## config.mk

```make
export PLATFORM = sky130hd
export DESIGN_NAME = uart_tx_fifo
export DESIGN_NICKNAME = d
export VERILOG_FILES = /design/src/rtl/uart_pkg.sv /design/src/rtl/sync_fifo.sv /design/src/rtl/uart_tx_fifo.sv
export SDC_FILE = /design/constraint.sdc
export NUM_CORES = 1
export LEC_CHECK = 0
export ABC_AREA = 1
export CAP_MARGIN = 40
export CORE_ASPECT_RATIO = 1.25
export CORE_MARGIN = 2
export CORE_UTILIZATION = 30
export DETAILED_ROUTE_END_ITERATION = 8
export HOLD_SLACK_MARGIN = 0.03
export SLEW_MARGIN = 20
export SYNTH_ARGS = -nofsm -noshare
export SYNTH_HDL_FRONTEND = slang
export SYNTH_SLANG_ARGS = --single-unit
export TNS_END_PERCENT = 100
```

## constraint.sdc

```tcl
create_clock -name clk -period 4.08 [get_ports clk]
set_input_delay 1.224 -clock clk [delete_from_list [all_inputs] [get_ports clk]]
set_output_delay 1.224 -clock clk [all_outputs]
set_load 0.02 [all_outputs]
```

## src/rtl/uart_pkg.sv

```systemverilog
// Shared UART definitions: transmitter state encoding, default baud divisor
// and the parity helper used by transmit (and later receive) paths.
package uart_pkg;

  // 100 MHz system clock / 115200 baud
  localparam int DEFAULT_BAUD_DIV = 868;

  typedef enum logic [2:0] {
    IDLE,
    START,
    DATA,
    PARITY,
    STOP
  } tx_state_t;

  // Even parity: the bit that makes the total count of ones even.
  function automatic logic even_parity(input logic [7:0] data);
    return ^data;
  endfunction

endpackage

```

## src/rtl/sync_fifo.sv

```systemverilog
// Single-clock FIFO with occupancy count. The popped word appears on pop_data
// in the cycle after the pop and holds until the next pop.
module sync_fifo #(
  parameter int WIDTH = 8,
  parameter int DEPTH = 16
) (
  input  logic                   clk,
  input  logic                   rst_n,
  input  logic                   push,
  input  logic [WIDTH-1:0]       push_data,
  input  logic                   pop,
  output logic [WIDTH-1:0]       pop_data,
  output logic [$clog2(DEPTH):0] count
);

  localparam int AW = $clog2(DEPTH);
  localparam logic [AW:0] FULL_COUNT = (AW + 1)'(DEPTH);

  logic [WIDTH-1:0] mem [DEPTH];
  logic [AW-1:0]    wr_ptr_reg;
  logic [AW-1:0]    rd_ptr_reg;
  logic [AW:0]      count_reg;
  logic [WIDTH-1:0] pop_data_reg;
  logic             push_ok;
  logic             pop_ok;

  assign push_ok = push && (count_reg != FULL_COUNT);
  assign pop_ok  = pop && (count_reg != '0);

  always_ff @(posedge clk) begin
    if (push_ok) begin
      mem[wr_ptr_reg] <= push_data;
    end
  end

  // Pointers are exactly AW bits wide, so they wrap modulo DEPTH on their own.
  always_ff @(posedge clk or negedge rst_n) begin
    if (!rst_n) begin
      wr_ptr_reg   <= '0;
      rd_ptr_reg   <= '0;
      count_reg    <= '0;
      pop_data_reg <= '0;
    end else begin
      if (push_ok) begin
        wr_ptr_reg <= wr_ptr_reg + AW'(1);
      end
      if (pop_ok) begin
        rd_ptr_reg   <= rd_ptr_reg + AW'(1);
        pop_data_reg <= mem[rd_ptr_reg];
      end
      if (push_ok && !pop_ok) begin
        count_reg <= count_reg + (AW + 1)'(1);
      end else if (pop_ok && !push_ok) begin
        count_reg <= count_reg - (AW + 1)'(1);
      end
    end
  end

  assign pop_data = pop_data_reg;
  assign count    = count_reg;

endmodule

```

## src/rtl/uart_tx_fifo.sv

```systemverilog
// Buffered UART transmitter: bytes queue in a sync_fifo and are sent
// 8 data bits LSB first, optional even parity, one or two stop bits.
module uart_tx_fifo
  import uart_pkg::*;
#(
  parameter int BAUD_DIV   = DEFAULT_BAUD_DIV,
  parameter int FIFO_DEPTH = 16,
  parameter int PARITY_EN  = 0,
  parameter int STOP_BITS  = 1
) (
  input  logic                        clk,
  input  logic                        rst_n,
  input  logic [7:0]                  tx_data,
  input  logic                        tx_valid,
  output logic                        tx_ready,
  output logic                        uart_tx,
  output logic                        tx_busy,
  output logic                        tx_done,
  output logic [$clog2(FIFO_DEPTH):0] fifo_count
);

  localparam int CW = $clog2(FIFO_DEPTH) + 1;
  localparam logic [CW-1:0] FULL_COUNT  = CW'(FIFO_DEPTH);
  localparam logic [15:0]   BAUD_RELOAD = 16'(BAUD_DIV - 1);
  localparam logic [2:0]    LAST_STOP   = 3'(STOP_BITS - 1);

  logic [1:0]  rst_sync_reg;
  logic        rst_int_n;
  tx_state_t   state_reg, state_next;
  logic [15:0] baud_cnt_reg, baud_cnt_next;
  logic [2:0]  bit_cnt_reg, bit_cnt_next;
  logic        uart_tx_reg, uart_tx_next;
  logic [2:0]  bit_idx_next;
  logic        fifo_pop;
  logic        fifo_has_data;
  logic        baud_tick;
  logic [7:0]  cur_byte;

  // Assertion reaches every flop at once; release waits two clock edges.
  always_ff @(posedge clk or negedge rst_n) begin
    if (!rst_n) begin
      rst_sync_reg <= '0;
    end else begin
      rst_sync_reg <= {rst_sync_reg[0], 1'b1};
    end
  end
  assign rst_int_n = rst_sync_reg[1];

  sync_fifo #(
    .WIDTH(8),
    .DEPTH(FIFO_DEPTH)
  ) u_fifo (
    .clk      (clk),
    .rst_n    (rst_int_n),
    .push     (tx_valid && tx_ready),
    .push_data(tx_data),
    .pop      (fifo_pop),
    .pop_data (cur_byte),
    .count    (fifo_count)
  );

  assign tx_ready      = rst_int_n && (fifo_count != FULL_COUNT);
  assign fifo_has_data = (fifo_count != '0);
  assign baud_tick     = (baud_cnt_reg == '0);

  // uart_tx is registered from the next-state value so the start bit appears on the pop edge.
  always_comb begin
    state_next    = state_reg;
    baud_cnt_next = baud_cnt_reg;
    bit_cnt_next  = bit_cnt_reg;
    uart_tx_next  = uart_tx_reg;
    fifo_pop      = 1'b0;
    bit_idx_next  = bit_cnt_reg + 3'd1;
    if (state_reg != IDLE) begin
      baud_cnt_next = baud_tick ? BAUD_RELOAD : baud_cnt_reg - 16'd1;
    end
    case (state_reg)
      IDLE: begin
        uart_tx_next = 1'b1;
        if (fifo_has_data) begin
          fifo_pop      = 1'b1;
          state_next    = START;
          uart_tx_next  = 1'b0;
          baud_cnt_next = BAUD_RELOAD;
          bit_cnt_next  = '0;
        end
      end
      START: begin
        if (baud_tick) begin
          state_next   = DATA;
          uart_tx_next = cur_byte[0];
          bit_cnt_next = '0;
        end
      end
      DATA: begin
        if (baud_tick) begin
          if (bit_cnt_reg == 3'd7) begin
            bit_cnt_next = '0;
            if (PARITY_EN != 0) begin
              state_next   = PARITY;
              uart_tx_next = even_parity(cur_byte);
            end else begin
              state_next   = STOP;
              uart_tx_next = 1'b1;
            end
          end else begin
            bit_cnt_next = bit_idx_next;
            uart_tx_next = cur_byte[bit_idx_next];
          end
        end
      end
      PARITY: begin
        if (baud_tick) begin
          state_next   = STOP;
          uart_tx_next = 1'b1;
        end
      end
      STOP: begin
        if (baud_tick) begin
          if (bit_cnt_reg == LAST_STOP) begin
            bit_cnt_next = '0;
            if (fifo_has_data) begin
              fifo_pop     = 1'b1;
              state_next   = START;
              uart_tx_next = 1'b0;
            end else begin
              state_next   = IDLE;
              uart_tx_next = 1'b1;
            end
          end else begin
            bit_cnt_next = bit_idx_next;
          end
        end
      end
      default: begin
        state_next   = IDLE;
        uart_tx_next = 1'b1;
      end
    endcase
  end

  always_ff @(posedge clk or negedge rst_int_n) begin
    if (!rst_int_n) begin
      state_reg    <= IDLE;
      baud_cnt_reg <= '0;
      bit_cnt_reg  <= '0;
      uart_tx_reg  <= 1'b1;
    end else begin
      state_reg    <= state_next;
      baud_cnt_reg <= baud_cnt_next;
      bit_cnt_reg  <= bit_cnt_next;
      uart_tx_reg  <= uart_tx_next;
    end
  end

  assign uart_tx = uart_tx_reg;
  assign tx_busy = (state_reg != IDLE);
  assign tx_done = (state_reg == STOP) && baud_tick && (bit_cnt_reg == LAST_STOP);

endmodule

```

==> run metrics <==
outcome=finished clean; cts bufs inserted=17; # setup viols final=0; HPWL after DPL=11000 microns; fin util=0.351; Area contributors post-synth=edfxtp_1, dfrtp_1, nand2_1; Clk pin slew, worst setup/hold paths=70 ps; RSZ-0062 raised after global routing=false; commonest cells in the netlist=nand2_1, edfxtp_1, nor2_1; Core Footprint=0.0258 sq mm; Tot GR Track Use=0.128; final wirelength=16700 microns; net switching fraction of the power=0.267; worst-path maximum fanout=8; number of enable flip-flop cells after synthesis=128; Peak Freq=0.293 GHz; layout cells sized above 1=0.0918; post-cts repair resize count=0; flop and latch count out of synthesis=174; GR Util met1=0.166; final hold viol count=0; Seq pwr share=0.500; Placed Cells incl. Taps=1126; sequential fraction of the synthesis area=0.638; GR peak layer=met2; hold_buf cts=0; ys flop type=edfxtp_1; pins over their slew limit=0; P_leak=3.54 nW; CTS Root Cell=clkbuf_16; I/O Buffers=19; first-pass GRT wire length=27200 microns; Initial Util=0.303; cell area power density=460 mW/mm^2; GP Congestion=0.799; Data required, critical path=2860 ps; most used cell along the critical path=nor2_4; DRC viols=0; skew final=23.2 ps; fin crit period=3410 ps; wire length per cell=14.4 microns; Synth Area per Inst=10.1 sq um; crit path launch type=register; max incr delay on CP=610 ps; CTS H-tree depth=4; vias in the first global route=5167; WS Path Type=reg2out; Largest register FFs=128; Fill cells=2609; Die Wd=149 microns; Fin Setup TNS=0 ps; met2 Track Usage GR=0.214; Final Cell Area=0.00906 sq mm; VDD IR max=258 uV; die height=185 microns; crit end category=output pin; Final ANT Viol Nets=0; Post-Syn Area=0.00783 sq mm; Clock Power Share=0.389; Synth area leader=edfxtp_1; Layout area overhead=15.8%; Post-synth ARST share=0.264; Int Power=3.05 mW; Syn Nets=799; Mapped Cells=774; Setup Buffers After CTS=0; Yosys cell types=34; final period utilization=0.837; Post-DP Area=0.00848 sq mm; Iteration-0 DRC Markers=412; Slowest-stage cell, CP=clkdlybuf4s50_1; yosys warns=0; most common cell in the netlist=nand2_1; CTS sink count=174; Critical Path AT=2190 ps; vias per cell=4.55; grt ovf=0; CTS tree=built; CTS max path bufs=2; final std cells w/o fill=1157; NetSw=1.11 mW; top-level port count=20; antenna cells=0; DR vias=5263; worst hold slack=351 ps; crit path cell chain=inv_1, ha_1, nand2_2, nor2_4, nand2_4, nor2_4, clkdlybuf4s50_1; FF/Latch Area=0.00500 sq mm; combinational fraction of design power=0.111; Slew HR=0.463; Final #Nets=830; Worst Hold Class=reg2reg; Clk Latency, worst-skew pair=440 ps; initial antenna violation count=0; largest net degree at the start of global routing=78; worst-margin pin slew=805 ps; total die area=0.0274 sq mm; met3 usage=0.0235; max cap viols=0; row cnt=66; DR pass1 iterations=5; hold path cells=0; area of the multi-input gates=0.00246 sq mm; top-area cell type share of the netlist area=0.491; cells on worst reg2reg path=17
==> final timing paths <==
kind | slack [ps] | end | start
setup / recovery | 670 | tx_done | baud_cnt_reg[0]$_DFF_PN0_
hold / removal | 350 | rst_sync_reg[1]$_DFF_PN0_ | rst_sync_reg[0]$_DFF_PN0_
setup reg to reg | 1160 | u_fifo.count[4]$_DFFE_PN0P_ | baud_cnt_reg[0]$_DFF_PN0_
hold reg to reg | 350 | rst_sync_reg[1]$_DFF_PN0_ | rst_sync_reg[0]$_DFF_PN0_
max in group asynchronous | 2980 | rst_sync_reg[1]$_DFF_PN0_ | rst_n
min in group asynchronous | 390 | u_fifo.count[2]$_DFFE_PN0P_ | rst_sync_reg[1]$_DFF_PN0_
==> metal layers <==
layer	vias up	wire, microns	share of wire
met3	15	560	0.034
met1	2501	7710	0.46
met2	96	8140	0.49
met5	-	0	0
met4	0	253	0.015
li1	2651	-	-
==> placed cells by master (no fill, tap or decap), types with 2 or more instances in the layout <==
cell             count
dfrtp_2              2
nor2_2               4
ha_1                13
inv_1               55
a31oi_1              2
nor3_1              18
xnor2_1              2
o21ai_0             55
clkbuf_16           17
a21oi_1             10
nor2_4               3
clkdlybuf4s50_1     19
xor2_1              13
dfrtp_1             43
nand3_1             71
edfxtp_1           128
clkinvlp_4           3
o22ai_1              4
nand4_1              7
nor2_1             100
nand2_4              2
inv_2                4
clkinv_1             2
inv_8                9
buf_4               21
nand2_1            185
o211ai_1            10
nand2_2              5
==> logic make-up (layout without fill, tap and decap cells) <==
logic type | Yosys count | count (layout) | share of synthesized area
AO/OA/AOI/OAI | 82 | 82 | 0.0570
adder cells (fa/ha/maj) | 14 | 14 | 0.0233
flip-flops | 174 | 174 | 0.638
AND/OR/NAND/NOR | 398 | 398 | 0.216
XOR/XNOR | 15 | 15 | 0.0168
other | 1 | 1 | 0.000479
buffers and inverters | 90 | 133 | 0.0484
==> power by group through the flow <==
stage,Combinational [mW],Clock [mW],Sequential (mW)
floorplan,0.234,0,2.14
finish,0.461,1.62,2.08
detailed placement,0.460,0,2.12
CTS,0.464,1.65,2.09
global route,0.523,1.73,2.10
global placement,0.454,0,2.12
==> worst max-delay path, delay by kind of cell, from the launching register on <==
| kind | cells | cell delay (ps) |
|---|---|---|
| adders and majority gates | 1 | 190 |
| buffers and inverters | 2 | 690 |
| DFF | 1 | 390 |
| and+or+nand+nor | 4 | 500 |
==> final cells by class <==
class,count,share of cell area
inverter,61,0.0253
multi-input combinational,510,0.271
timing repair buffer,41,0.0406
sequential,174,0.551
clock buffer,17,0.0469
clock inverter,14,0.0179
tap,340,0.0469
==> stage by stage <==
stage / total power, mW / worst slack [ps]
after floorplan: 2.38 / 955
after global routing: 4.35 / 508
after global placement: 2.58 / 939
final: 4.17 / 665
after detailed placement: 2.58 / 873
after CTS: 4.20 / 612
No activity file was read; power rests on OpenSTA's default activity.
